==> config.mk <==
export PLATFORM = sky130hd
export DESIGN_NAME = fp_mul_pipe
export DESIGN_NICKNAME = d
export VERILOG_FILES = /design/src/rtl/fp_mul_pkg.sv /design/src/rtl/fp_mul_pipe_round.sv /design/src/rtl/fp_mul_pipe.sv
export SDC_FILE = /design/constraint.sdc
export NUM_CORES = 1
export LEC_CHECK = 0
export CORE_ASPECT_RATIO = 1.4
export CORE_MARGIN = 4
export CORE_UTILIZATION = 45
export CTS_CLUSTER_SIZE = 40
export DETAILED_ROUTE_END_ITERATION = 16
export GPL_TIMING_DRIVEN = 1
export PLACE_DENSITY_LB_ADDON = 0.3
export SYNTH_ARGS = -nofsm -noshare
export SYNTH_HDL_FRONTEND = slang
export SYNTH_SLANG_ARGS = --single-unit
export TNS_END_PERCENT = 20
==> constraint.sdc <==
create_clock -name clk -period 5.85 [get_ports clk]
set_input_delay 0.8775 -clock clk [delete_from_list [all_inputs] [get_ports clk]]
set_output_delay 0.8775 -clock clk [all_outputs]
set_load 0.01 [all_outputs]
==> src/rtl/fp_mul_pkg.sv <==
// Shared helpers for the pipelined floating-point multiplier: field extraction,
// status-flag bundle and special-value constructors for any EXP_W/MAN_W.
package fp_mul_pkg;

  localparam int FP_MAX_W = 64;

  typedef logic [FP_MAX_W-1:0] fp_word_t;

  typedef struct packed {
    logic exception;
    logic overflow;
    logic underflow;
    logic zero;
  } fp_flags_t;

  // Helpers work on a wide container word; callers truncate to their own widths.
  function automatic logic fp_sign(fp_word_t x, int exp_w, int man_w);
    fp_word_t t;
    t = x >> (exp_w + man_w);
    return t[0];
  endfunction

  function automatic fp_word_t fp_exp(fp_word_t x, int exp_w, int man_w);
    return (x >> man_w) & ((fp_word_t'(1) << exp_w) - fp_word_t'(1));
  endfunction

  function automatic fp_word_t fp_man(fp_word_t x, int man_w);
    return x & ((fp_word_t'(1) << man_w) - fp_word_t'(1));
  endfunction

  function automatic fp_word_t fp_nan(int exp_w, int man_w);
    return (((fp_word_t'(1) << exp_w) - fp_word_t'(1)) << man_w) |
           (fp_word_t'(1) << (man_w - 1));
  endfunction

  function automatic fp_word_t fp_inf(logic sign, int exp_w, int man_w);
    return (fp_word_t'(sign) << (exp_w + man_w)) |
           (((fp_word_t'(1) << exp_w) - fp_word_t'(1)) << man_w);
  endfunction

  function automatic fp_word_t fp_zero(logic sign, int exp_w, int man_w);
    return fp_word_t'(sign) << (exp_w + man_w);
  endfunction

endpackage

==> src/rtl/fp_mul_pipe_round.sv <==
// Normalise a raw significand product and round it to nearest-even.
// exp_o carries the normalisation adjustment only; the caller adds carry_o.
module fp_round_rne #(
  parameter int EXP_W = 8,
  parameter int MAN_W = 10
) (
  input  logic        [2*MAN_W+1:0] prod_i,
  input  logic signed [EXP_W+1:0]   exp_i,
  output logic        [MAN_W-1:0]   man_o,
  output logic signed [EXP_W+1:0]   exp_o,
  output logic                      carry_o
);

  localparam int PW = 2 * MAN_W + 2;

  logic             n;
  logic [PW-2:0]    norm;
  logic [MAN_W-1:0] kept;
  logic             guard;
  logic             sticky;
  logic             inc;
  logic [MAN_W:0]   sum;

  always_comb begin
    n       = prod_i[PW-1];
    // Drop the hidden bit; norm holds fraction bits only.
    norm    = n ? prod_i[PW-2:0] : {prod_i[PW-3:0], 1'b0};
    kept    = norm[PW-2 -: MAN_W];
    guard   = norm[MAN_W];
    sticky  = |norm[MAN_W-1:0];
    inc     = guard & (sticky | kept[0]);
    sum     = {1'b0, kept} + {{MAN_W{1'b0}}, inc};
    carry_o = sum[MAN_W];
    man_o   = sum[MAN_W-1:0];
    exp_o   = exp_i + $signed({{(EXP_W+1){1'b0}}, n});
  end

endmodule

==> src/rtl/fp_mul_pipe.sv <==
// Three-stage floating-point multiplier with global-stall valid/ready handshake,
// round-to-nearest-even, flush-to-zero inputs and IEEE-style specials.
module fp_mul_pipe
  import fp_mul_pkg::*;
#(
  parameter int EXP_W = 8,
  parameter int MAN_W = 10
) (
  input  logic                   clk,
  input  logic                   rst_n,
  input  logic                   in_valid,
  output logic                   in_ready,
  input  logic [EXP_W+MAN_W:0]   a,
  input  logic [EXP_W+MAN_W:0]   b,
  output logic                   out_valid,
  input  logic                   out_ready,
  output logic [EXP_W+MAN_W:0]   result,
  output logic                   exception,
  output logic                   overflow,
  output logic                   underflow,
  output logic                   zero
);

  localparam int W    = 1 + EXP_W + MAN_W;
  localparam int BIAS = (1 << (EXP_W - 1)) - 1;
  localparam int EW2  = EXP_W + 2;
  localparam int PW   = 2 * MAN_W + 2;

  logic en;

  logic                  vld_p1_q, vld_p2_q;
  logic                  out_valid_q;
  logic [W-1:0]          result_q, result_d;
  fp_flags_t             flags_q, flags_d;

  logic                  sgn_p1_d, exc_p1_d, zro_p1_d;
  logic [EXP_W-1:0]      exp_a, exp_b;
  logic [MAN_W-1:0]      man_a, man_b;
  logic signed [EW2-1:0] esum_p1_d;

  logic                  sgn_p1_q, exc_p1_q, zro_p1_q;
  logic signed [EW2-1:0] esum_p1_q;
  logic [MAN_W-1:0]      mana_p1_q, manb_p1_q;

  logic [PW-1:0]         prod_p2_d;
  logic                  sgn_p2_q, exc_p2_q, zro_p2_q;
  logic signed [EW2-1:0] esum_p2_q;
  logic [PW-1:0]         prod_p2_q;

  logic [MAN_W-1:0]      rman;
  logic signed [EW2-1:0] rexp, efin;
  logic                  rcarry;

  assign en       = !out_valid_q | out_ready;
  assign in_ready = en;

  // ---- S1: decode, classify, exponent sum
  always_comb begin
    exp_a     = EXP_W'(fp_exp(fp_word_t'(a), EXP_W, MAN_W));
    exp_b     = EXP_W'(fp_exp(fp_word_t'(b), EXP_W, MAN_W));
    man_a     = MAN_W'(fp_man(fp_word_t'(a), MAN_W));
    man_b     = MAN_W'(fp_man(fp_word_t'(b), MAN_W));
    sgn_p1_d  = fp_sign(fp_word_t'(a), EXP_W, MAN_W) ^ fp_sign(fp_word_t'(b), EXP_W, MAN_W);
    exc_p1_d  = (exp_a == '1) | (exp_b == '1);
    zro_p1_d  = (exp_a == '0) | (exp_b == '0);
    esum_p1_d = $signed({2'b00, exp_a}) + $signed({2'b00, exp_b}) - $signed(EW2'(BIAS));
  end

  // ---- S2: significand product
  assign prod_p2_d = PW'({1'b1, mana_p1_q}) * PW'({1'b1, manb_p1_q});

  // ---- S3: normalise, round, range check, pack
  fp_round_rne #(
    .EXP_W (EXP_W),
    .MAN_W (MAN_W)
  ) u_round (
    .prod_i  (prod_p2_q),
    .exp_i   (esum_p2_q),
    .man_o   (rman),
    .exp_o   (rexp),
    .carry_o (rcarry)
  );

  assign efin = rexp + $signed({{(EW2-1){1'b0}}, rcarry});

  always_comb begin
    result_d = '0;
    flags_d  = '0;
    if (exc_p2_q) begin
      result_d          = W'(fp_nan(EXP_W, MAN_W));
      flags_d.exception = 1'b1;
    end else if (zro_p2_q) begin
      result_d     = W'(fp_zero(sgn_p2_q, EXP_W, MAN_W));
      flags_d.zero = 1'b1;
    end else if (efin >= $signed(EW2'((1 << EXP_W) - 1))) begin
      result_d         = W'(fp_inf(sgn_p2_q, EXP_W, MAN_W));
      flags_d.overflow = 1'b1;
    end else if (efin <= $signed(EW2'(0))) begin
      result_d          = W'(fp_zero(sgn_p2_q, EXP_W, MAN_W));
      flags_d.underflow = 1'b1;
    end else begin
      result_d = {sgn_p2_q, efin[EXP_W-1:0], rman};
    end
  end

  always_ff @(posedge clk or negedge rst_n) begin
    if (!rst_n) begin
      vld_p1_q    <= 1'b0;
      vld_p2_q    <= 1'b0;
      out_valid_q <= 1'b0;
      result_q    <= '0;
      flags_q     <= '0;
    end else if (en) begin
      vld_p1_q    <= in_valid;
      vld_p2_q    <= vld_p1_q;
      out_valid_q <= vld_p2_q;
      result_q    <= result_d;
      flags_q     <= flags_d;
    end
  end

  // Datapath stages carry no reset; their contents are qualified by the valid bits.
  always_ff @(posedge clk) begin
    if (en) begin
      sgn_p1_q  <= sgn_p1_d;
      exc_p1_q  <= exc_p1_d;
      zro_p1_q  <= zro_p1_d;
      esum_p1_q <= esum_p1_d;
      mana_p1_q <= man_a;
      manb_p1_q <= man_b;
      sgn_p2_q  <= sgn_p1_q;
      exc_p2_q  <= exc_p1_q;
      zro_p2_q  <= zro_p1_q;
      esum_p2_q <= esum_p1_q;
      prod_p2_q <= prod_p2_d;
    end
  end

  assign out_valid = out_valid_q;
  assign result    = result_q;
  assign exception = flags_q.exception;
  assign overflow  = flags_q.overflow;
  assign underflow = flags_q.underflow;
  assign zero      = flags_q.zero;

endmodule

### Word-level counts from Yosys, hierarchy flattened

Index checks and enable logic that the tools add are counted.

* register bits after elaboration: 94
* bits of input ports: 42
* output and inout bits: 25
* word-level logic and storage cells: 51

* $add $sub $neg: 5
* multipliers: 1
* order comparisons: 2
* equal/unequal tests: 2
* muxes and demuxes: 12
* bitwise logic cells: 6
* reduce and logical (&&, ||, !) cells: 4

Operators with widths (count)
* 18-bit two-way mux: 3
* 11-bit by 11-bit multiplier with 22-bit output: 1
* 21-bit two-way mux: 1
* 10-bit by 2-bit adder with 10-bit output: 2
* 19-bit two-way mux: 1
* 8-bit equality test, second input constant: 2
* 8-bit logical NOT: 2
* 10-bit by 1-bit adder with 11-bit output: 1
* 10-bit by 9-bit greater-or-equal comparator with 1-bit output, second input constant: 1
* 10-bit by 1-bit <= comparator with 1-bit output, second input constant: 1
* 10-bit OR reduction: 1
* 9-bit by 7-bit subtractor with 10-bit output, second input constant: 1
* 8-bit by 8-bit adder with 9-bit output: 1
* 1-bit two-way mux: 5
* 1-bit OR: 4
* 3-bit two-way mux: 1
* 2-bit two-way mux: 1
* 1-bit AND: 1
* 1-bit logical NOT: 1
* 1-bit bitwise XOR: 1

### Logic depth before layout (Yosys ltp)

Gate-level depths: netlist (run 1).

* depth in word-level cells: 11
* gate-level depth with buffers: 19
* gate-level depth less buffers: 18

### By module

A second synthesis (run 1) with hierarchy kept.

* cells, all modules: 810
* area, all modules: 8334.2 µm²

Modules (own cells, without submodules)
* fp_mul_pipe: times used 1, cells an instance 731, area each 7763.7 µm², seq. area each 2692.6 µm²
* fp_round_rne: times used 1, cells an instance 79, area each 570.5 µm², seq. area each 0.0 µm²

### Worst setup path after synthesis (run 1)

Ideal clock, no wire load.

* kind: register -> register
* from: register mana_p1_q[6]
* to: register prod_p2_q[18] (data pin)
* setup time: 0.135 ns
* data arrival time: 4.994 ns
* data required time: 5.715 ns
* slack: 0.721 ns
* stages on the path, launching flop included: 20
* path buffers: 1
* period minus slack after synthesis: 5.129 ns
* cell sequence: edfxtp_1 clkbuf_1 nand2_1 fa_1 inv_1 fa_1 inv_1 fa_1 inv_1 fa_1 inv_1 fa_1 inv_1 ha_1 a21oi_1 o211ai_1 a32oi_1 o211ai_2 or4_1 nand3_1

* cells in the longest elaborated chain, start to end: 1

RTL lines
* start, declared: line fp_mul_pipe.sv:43 `logic [MAN_W-1:0] mana_p1_q, manb_p1_q;`
* start signal, assigned: line fp_mul_pipe.sv:129 `mana_p1_q <= man_a;`
* 11-bit by 11-bit multiplier with 22-bit output: line fp_mul_pipe.sv:70 `assign prod_p2_d = PW'({1'b1, mana_p1_q}) * PW'({1'b1, manb_p1_q});`
* via prod_p2_d[18]: line fp_mul_pipe.sv:45 `logic [PW-1:0] prod_p2_d;`
* end signal, assigned: line fp_mul_pipe.sv:135 `prod_p2_q <= prod_p2_d;`
* end, declared: line fp_mul_pipe.sv:48 `logic [PW-1:0] prod_p2_q;`

The timed path passes the listed nets, and every way through them passes these cells.
A chain may end at the register's enable or synchronous reset.

### Worst setup path after layout (run 1)

* from: register mana_p1_q[5]
* to: register prod_p2_q[18] (data pin)

The elaborated chain is that of the path after synthesis.

==> results of run 1 <==
-- layer usage --
layer  vias to the layer above  wire [um]  track usage, %
li1                       2816          -               -
met1                      2752       6743           19.94
met3                        23        573           1.967
met5                         -          0               0
met4                         0        422           6.602
met2                       133       8412           29.29
-- logic make-up after synthesis --
family / Yosys count / share of synthesized area, %
AOI/OAI and AO/OA: 91 / 8.123
xor gates and xnor gates: 38 / 4.069
adders and majority gates: 158 / 30.99
buffers and inverters: 167 / 7.928
DFF: 94 / 32.19
muxes: 15 / 1.825
and+or+nand+nor: 256 / 14.87
-- worst paths after layout --
path,startpoint,cells past startpoint,endpoint,slack (ns)
worst min register to register,esum_p1_q[4],0,esum_p2_q[4],0.42
min in group asynchronous,rst_n,1,zero,1.11
worst min-delay path,esum_p1_q[4],0,esum_p2_q[4],0.42
max in group asynchronous,rst_n,1,result[4],4.08
worst max-delay path,mana_p1_q[5],18,prod_p2_q[18],0.44
worst max register to register,mana_p1_q[5],18,prod_p2_q[18],0.44
-- final cells by class --
cell class	count	area [sq um]	area share, %
clock inverters	6	51.30	0.5398
multi-input cells	558	5011	52.73
clock buffers	10	229.0	2.409
well taps	240	300.3	3.160
inverters	137	514.2	5.411
flip-flops and latches	94	2693	28.33
repair buffers	72	705.7	7.425
-- cells in the mapped netlist (4+ instances only) --
cell type	count
nor2_1	31
xor2_1	15
fa_1	82
clkbuf_1	19
nand3_1	24
inv_1	137
dfrtp_1	26
o21ai_0	6
nor2b_1	5
and3_1	7
o311ai_1	4
buf_6	4
a31oi_1	5
buf_2	5
ha_1	76
edfxtp_1	68
xnor2_1	22
and2_1	39
nor3_1	9
nor4_1	7
nand4_1	4
a21oi_1	19
mux2i_1	13
nand2b_1	5
a22o_1	10
nand2_1	110
a32oi_1	6
o21ai_1	4
a21o_1	9
-- sequential cells by signal, summed over array words and instances (netlist names), 10 cells and up --
signal / cells
prod_p2_q: 22
esum_p2_q: 10
result: 19
esum_p1_q: 10
manb_p1_q: 10
mana_p1_q: 10
-- through the flow --
step	utilization (%)	hold slack (ns)	cells	worst slack, ns	area (sq um)
after floorplan	-	0.4003	819	0.7206	8364
after global placement	50.84	0.4010	1101	0.5656	9224
after detailed placement	50.84	0.4045	1101	0.4539	9224
after CTS	52.39	0.4218	1117	0.4360	9504
after global routing	52.39	0.4319	1117	0.1989	9504
final	52.39	0.4202	1117	0.4355	9504
-- layout by cell type, fill, tap and decap left out, types with 3 or more instances in the layout --
master           netlist  layout
nand4_1                4       4
inv_1                137     136
nor3_1                 9       9
nand2_1              110     110
a21oi_1               19      19
o211ai_1               3       3
o21ai_1                4       4
xor2_1                15      15
and3_1                 7       7
buf_4                  0       6
xnor2_1               22      22
inv_6                  0       3
clkdlybuf4s50_1        0      66
or3_1                  3       3
a31oi_1                5       5
a21boi_0               3       3
edfxtp_1              68      68
ha_1                  76      76
o311ai_1               4       4
clkbuf_16              0       9
nor2_1                31      31
nor4_1                 7       7
fa_1                  82      82
a32oi_1                6       6
o21ai_0                6       6
a21o_1                 9       9
and2_1                39      39
dfrtp_1               26      26
mux2i_1               13      13
nand2b_1               5       5
nor2b_1                5       4
nand3_1               24      24
and4b_1                3       3
a22o_1                10      10
-- worst reg2reg max path, cell delays in order, from the launching register on --
cell      delay, ns
edfxtp_1       0.55
nand2_1        0.16
fa_1           0.55
inv_1          0.05
fa_1           0.49
inv_1          0.05
fa_1           0.47
inv_1          0.05
fa_1           0.53
inv_1          0.05
fa_1           0.52
inv_1          0.04
ha_1           0.36
a21oi_1        0.21
o211ai_1       0.15
a32oi_1        0.35
o211ai_2       0.18
or4_1          0.43
nand3_1        0.10
==> results by group, run 1 <==
Run status
  • Run status: finished, final reports clean

Route
  • Post-DRT Antenna Nets: 0
  • First-pass DRT Iterations: 4
  • Via count: roughly 5.7k
  • WL final: 16150 um
  • Avg WL per Cell: between 10 and 15 um
  • DRC violation total after the first TritonRoute iteration: between 200 and 250
  • DRC: 0
  • Vias per std cell: about 5

Setup path
  • Crit-path slowest cell: edfxtp_1
  • Worst path bufs/invs: 5
  • Worst Setup Start Kind: flop
  • CP arrival: about 5.6 ns
  • CP endpoint kind: flop
  • Worst Path Required: ~6.1 ns
  • Cell family with most CP delay: adder cells
  • CP max FO: 10
  • Worst path cell trace: nand2_1 -> fa_1 -> inv_1 -> fa_1 -> inv_1 -> fa_1 -> inv_1 -> fa_1 -> inv_1 -> fa_1 -> inv_1 -> ha_1 -> a21oi_1 -> o211ai_1 -> a32oi_1 -> o211ai_2 -> or4_1 -> nand3_1
  • WS Path Type: reg -> reg
  • CP max stage delay: between 0.5 and 0.6 ns

Logic synthesis
  • Synthesized cell area: roughly 0.0084 sq mm
  • Ys flop type: edfxtp_1
  • Post-synth EDFFs: 68
  • Synth area leaders: edfxtp_1, fa_1, ha_1
  • Unique masters post-synth: 58
  • Syn Inst Count: between 800 and 900
  • Post-synth top area share: 24.41%
  • Ys Warns: 0
  • Async set-reset flop share out of synthesis: between 20% and 30%
  • Sequential area share after synthesis: between 30% and 40%
  • Cell accounting for the most synthesized area: edfxtp_1
  • Post-Syn Nets: about 1k
  • Mapped Avg Cell Area: between 10 and 15 sq um
  • Number of synthesized register bits: between 90 and 100

Timing
  • Final Setup Violations: 0
  • Final Hold Vio Count: 0
  • FMAX: approximately 0.18 GHz
  • Worst rel slew slack: 27.34%
  • Max Clock Skew: 0.01027 ns
  • Final Max Slew Viols: 0
  • Final period util: ~90%
  • Fin crit period: between 5 and 6 ns
  • RSZ-0062 raised after global routing: no
  • Worst-Margin Slew: 1.087 ns
  • Setup TNS Final: 0 ns

Placed design
  • PortBufs: 66
  • Placer Congestion: between 0.8 and 0.9
  • DP HPWL: approximately 13000 um

Cells and area
  • Fill cell count: approximately 1.7k
  • Final #Nets: between 1k and 1.5k
  • Layout cells sized above 1: under 10%
  • Antenna cells: 0
  • Area delta synth->final: 13.63%

Global routing
  • Wire length of the first global-routing pass: roughly 27000 um
  • Initial antenna violation count: 0
  • Vias in the first global route: a little under 6k
  • Largest net degree at the start of global routing: 40
  • Total gr overflow: 0
  • Total GRT Usage: 16.42%

Clock tree
  • Post-CTS Setup Inserts: 0
  • Clock sink count: 94
  • CTS tree: built
  • Hold Buf Count CTS: 0
  • Clock Latency Late Sink: between 0.3 and 0.4 ns
  • Clock transition at path regs: around 0.07 ns
  • TritonCTS Buffers: 9
  • Root Buffer: clkbuf_16
  • CTS Buffer Depth: 2
  • CTS HTree Levels: 3
  • # resized after CTS: 0

Floorplanning
  • Starting Density: a little under half
  • Core footprint: about 0.018 sq mm
  • Placement row count: 58
  • # IOs: 67
  • Vert. Die Dim: ~170 um
  • Die area: approximately 0.021 sq mm
  • DIE WIDTH: ~120 um

Min path
  • Worst min-delay path category: reg -> reg

Run
  • Max-capacitance violation count: 0
Power of run 1 is left out: the tool's default activity adds up to more than one toggle a clock period on the data nets, which glitch-free logic cannot reach.
==> run 2, diff against run 1 <==
CAP_MARGIN = 15   (was default)
CTS_BUF_LIST = sky130_fd_sc_hd__clkbuf_8   (was default)
==> run 2 against run 1 <==
Non-clock buffer count up 1. Final area decreased by 0.78%. Worst hold slack gained 0.0015 ns. Sequential share of layout area increased by 0.22 points. Critical path depth is the same. Die area is the same.
==> results by group, run 2 (same netlist as run 1, synthesis figures left out) <==
Timing
  • Final Max Slew Viols: 0
  • FMAX: roughly 0.18 GHz
  • Final period util: just over 90%
  • RSZ-0062 raised after global routing: no
  • Worst rel slew slack: a little over half
  • Worst-Margin Slew: about 0.7 ns
  • Fin crit period: 5.420 ns
  • Max Clock Skew: between 0.015 and 0.02 ns
  • Final critical-path setup slack: approximately 0.43 ns
  • Final Hold Vio Count: 0
  • Setup TNS Final: 0 ns
  • Final Setup Violations: 0

Route
  • Max Used Layer: met4
  • WL final: around 16000 um
  • Met3 routed WL: around 570 um
  • First-pass DRT Iterations: 4
  • Met1 Routed Length: 6792 um
  • Vias per std cell: a little over 5
  • Via count: around 5.7k
  • Avg WL per Cell: around 14 um
  • Post-DRT Antenna Nets: 0
  • DRC violation total after the first TritonRoute iteration: about 220
  • Met2 Wirelength: 8355 um
  • DRC: 0

Floorplanning
  • Die area: roughly 0.021 sq mm
  • DIE WIDTH: between 100 and 150 um
  • Vert. Die Dim: about 170 um
  • # IOs: between 60 and 70
  • Placement row count: a little under 60
  • Core footprint: ~0.018 sq mm
  • Starting Density: between 40% and 50%

Placed design
  • Placed cell area: 0.009224 sq mm
  • DP HPWL: around 13000 um
  • PortBufs: 66
  • Placer Congestion: between 0.8 and 0.9
  • Dpl ws: 0.4539 ns

Cells and area
  • Layout cells sized above 1: ~3.9%
  • Fill cell count: around 1.7k
  • Non-Filler Cell Area, Final: between 0.009 and 0.01 sq mm
  • Max FFs per register: 22
  • Area delta synth->final: 12.74%
  • Area of the multi-input gates: approximately 0.005 sq mm
  • Final #Nets: 1073
  • FF/Latch Area: 0.002693 sq mm
  • Commonest non-fill, non-tap cell in the layout: inv_1
  • Most frequent cells in the layout: inv_1, nand2_1, fa_1
  • Antenna cells: 0
  • Largest Register: prod_p2_q

Global routing
  • Total gr overflow: 0
  • Initial antenna violation count: 0
  • Vias in the first global route: ~5.8k
  • Largest net degree at the start of global routing: 40
  • Wire length of the first global-routing pass: between 20000 and 30000 um
  • Total GRT Usage: 16.50%

Setup path
  • WS Path Type: reg -> reg
  • Worst Path Required: just over 6 ns
  • Worst Setup Start Kind: flop
  • CP max FO: 10
  • CP endpoint kind: flop
  • CP arrival: between 5 and 6 ns

Clock tree
  • CTS HTree Levels: 3
  • # resized after CTS: 0
  • Root Buffer: clkbuf_8
  • TritonCTS Buffers: 9
  • CTS tree: built
  • Hold Buf Count CTS: 0
  • Clock Latency Late Sink: between 0.3 and 0.4 ns
  • Clock transition at path regs: about 0.11 ns
  • Post-CTS Setup Inserts: 0
  • CTS Buffer Depth: 2
  • Clock sink count: 94

Min path
  • Worst min-delay path category: reg -> reg

Run status
  • Run status: finished, final reports clean

Run
  • Max-capacitance violation count: 0
## run 2: cell count changes in the layout (fill, tap and decap cells not counted)
cell / change
clkbuf_1: -1
buf_16: +1
clkbuf_16: -9
clkbuf_8: +9
inv_1: +1
## run 2: area by class of cell
type	count	share of cell area, %
clock buffer	9	1.314
clock inverter	7	0.5838
inverter	137	5.453
multi-input combinational	558	53.14
sequential	94	28.55
tap	240	3.184
timing repair buffer	73	7.775
## run 2: stage by stage
stage / hold slack, ns / std cells / utilization (%)
after floorplan: 0.4003 / 819 / -
after global placement: 0.4010 / 1101 / 50.84
after detailed placement: 0.4045 / 1101 / 50.84
after CTS: 0.4281 / 1117 / 51.83
after global routing: 0.4371 / 1118 / 51.98
final: 0.4218 / 1118 / 51.98
## run 2: metal layers
metal	global-route usage [%]	vias up
li1	-	2820
met3	2.534	25
met5	0	-
met2	29.38	113
met4	6.169	0
met1	19.94	2743
## run 2: final timing paths
kind / start / endpoint / slack (ns) / depth (start not counted)
worst max-delay path: mana_p1_q[5] / prod_p2_q[18] / 0.43 / 18
worst min-delay path: esum_p1_q[4] / esum_p2_q[4] / 0.42 / 0
worst max register to register: mana_p1_q[5] / prod_p2_q[18] / 0.43 / 18
worst min register to register: esum_p1_q[4] / esum_p2_q[4] / 0.42 / 0
max in group asynchronous: rst_n / result[4] / 4.67 / 2
min in group asynchronous: rst_n / zero / 0.76 / 1
## run 2: critical path: stages, from the launching register on
cell and delay (ns):
edfxtp_1 0.56, nand2_1 0.14, fa_1 0.55, inv_1 0.05, fa_1 0.49, inv_1 0.05, fa_1 0.47, inv_1 0.05
fa_1 0.53, inv_1 0.05, fa_1 0.52, inv_1 0.04, ha_1 0.36, a21oi_1 0.21, o211ai_1 0.15, a32oi_1 0.35
o211ai_2 0.18, or4_1 0.43, nand3_1 0.10
Power of run 2 is left out for the same reason.
==> run 3, diff against run 2 <==
SETUP_SLACK_MARGIN = 0.5   (was default)
==> run 3 against run 2 <==
Flip-flop and latch count is the same. Highest routed layer unchanged. Via count grew 1.8%. Critical path depth is 2 lower.
==> results by group, run 3 (same netlist as run 1, synthesis figures left out) <==
Setup path
  • CP endpoint kind: flop
  • CP max stage delay: approximately 0.54 ns
  • CP max FO: 7
  • Worst path cell trace: and2_1 -> fa_1 -> inv_1 -> fa_1 -> inv_1 -> fa_1 -> fa_1 -> inv_1 -> fa_1 -> inv_1 -> ha_2 -> and3_1 -> a32oi_2 -> o211ai_2 -> nor4bb_1 -> a211o_1
  • Worst Path Required: approximately 6.0 ns
  • WS Path Type: reg -> reg
  • Worst path bufs/invs: 4
  • Worst Setup Start Kind: flop
  • Critical path's most frequent cell: fa_1
  • Crit-path slowest cell: fa_1
  • Cell family with most CP delay: adder cells
  • CP arrival: around 5.3 ns

Timing
  • Worst rel slew slack: about 52%
  • Final Setup Violations: 0
  • Final period util: 87.51%
  • Fin crit period: a little over 5 ns
  • Worst-Margin Slew: 0.7173 ns
  • FMAX: roughly 0.2 GHz
  • RSZ-0062 raised after global routing: yes
  • Setup TNS Final: 0 ns
  • Final Max Slew Viols: 0
  • Final Hold Vio Count: 0
  • Max Clock Skew: roughly 0.012 ns

Clock tree
  • Clock sink count: 94
  • CTS tree: built
  • CTS HTree Levels: 3
  • Root Buffer: clkbuf_8
  • Clock transition at path regs: about 0.10 ns
  • CTS Buffer Depth: 2
  • Clock Latency Late Sink: roughly 0.38 ns
  • TritonCTS Buffers: 9

Placed design
  • Placer Congestion: 0.8696
  • Placed cell area: 0.009224 sq mm
  • Post-Place Cells: ~1.1k
  • DP HPWL: 12970 um
  • PortBufs: 66

Run status
  • Run status: finished, final reports clean

Cells and area
  • Layout cells sized above 1: under 10%
  • Final #Nets: ~1.1k
  • Fill cell count: around 1.7k
  • Largest Register: prod_p2_q
  • Non-Filler Cell Area, Final: 0.009641 sq mm
  • Max FFs per register: 22
  • Area delta synth->final: 15.26%
  • Most frequent cells in the layout: inv_1, nand2_1, fa_1
  • Final Non-Filler Cells: between 1k and 1.5k
  • Antenna cells: 0
  • Commonest non-fill, non-tap cell in the layout: inv_1

Route
  • Avg WL per Cell: approximately 15 um
  • Vias per std cell: approximately 5.1
  • Via count: 5805
  • DRC violation total after the first TritonRoute iteration: about 200
  • WL final: about 17000 um
  • First-pass DRT Iterations: 5
  • Post-DRT Antenna Nets: 0
  • DRC: 0

Global routing
  • Largest net degree at the start of global routing: 40
  • Initial antenna violation count: 0
  • Vias in the first global route: about 5.9k
  • Wire length of the first global-routing pass: around 28000 um
  • Total gr overflow: 0
  • Total GRT Usage: between 10% and 20%

Min path
  • Worst min-delay path category: reg -> reg

Floorplanning
  • DIE WIDTH: 123.2 um
  • Starting Density: a little under half
  • Placement row count: 58
  • Core footprint: around 0.018 sq mm
  • Vert. Die Dim: ~170 um
  • Die area: ~0.021 sq mm
  • # IOs: 67

Run
  • Max-capacitance violation count: 0
## run 3: changes by cell type in the layout (fill, tap and decap cells not counted), sizes merged
cell	delta
clkbuf	+2
buf	+21
## run 3: layer usage
metal  up-vias  part of all wire, %  GRT usage [%]
met3        32                  3.5          2.568
li1       2865                    -              -
met5         -                    0              0
met4         0                  3.2          6.458
met2       114                   51          29.76
met1      2794                   42          19.98
## run 3: layout make-up
class | count | area, sq um | area share [%]
clock buffer | 9 | 123.9 | 1.285
clock inverter | 7 | 55.05 | 0.5711
inverter | 137 | 514.2 | 5.334
multi-input combinational | 558 | 5041 | 52.29
sequential | 94 | 2693 | 27.93
tap | 240 | 300.3 | 3.115
timing repair buffer | 96 | 913.4 | 9.474
## run 3: final timing paths
path / depth (start not counted) / slack [ns] / startpoint / to
max: 16 / 0.73 / mana_p1_q[1] / prod_p2_q[20]
min: 0 / 0.43 / esum_p1_q[4] / esum_p2_q[4]
max reg2reg: 16 / 0.73 / mana_p1_q[1] / prod_p2_q[20]
min reg2reg: 0 / 0.43 / esum_p1_q[4] / esum_p2_q[4]
max in group asynchronous: 2 / 4.67 / rst_n / result[4]
min in group asynchronous: 1 / 0.76 / rst_n / zero
## run 3: worst reg2reg max path, cell delays in order, from the launching register on
cell	delay, ns
edfxtp_1	0.52
and2_1	0.23
fa_1	0.49
inv_1	0.05
fa_1	0.53
inv_1	0.06
fa_1	0.51
fa_1	0.55
inv_1	0.05
fa_1	0.53
inv_1	0.04
ha_2	0.36
and3_1	0.18
a32oi_2	0.12
o211ai_2	0.28
nor4bb_1	0.10
a211o_1	0.28
## run 3: per-stage QoR
| stage | setup WS, ns | util [%] | hold slack (ns) |
|---|---|---|---|
| after floorplan | 0.7206 | - | 0.4003 |
| after global placement | 0.5656 | 50.84 | 0.4010 |
| after detailed placement | 0.4539 | 50.84 | 0.4045 |
| after CTS | 0.5523 | 52.16 | 0.4281 |
| after global routing | 0.4663 | 53.14 | 0.4371 |
| final | 0.7304 | 53.14 | 0.4265 |
## run 3: repair_timing
item,4_1_cts,5_1_grt
hold buffers,0,0
endpoints found under the setup margin,1,6
gates resized for setup,1,7
setup buffers,7,16
pin swaps,0,1
Power of run 3 is left out for the same reason.
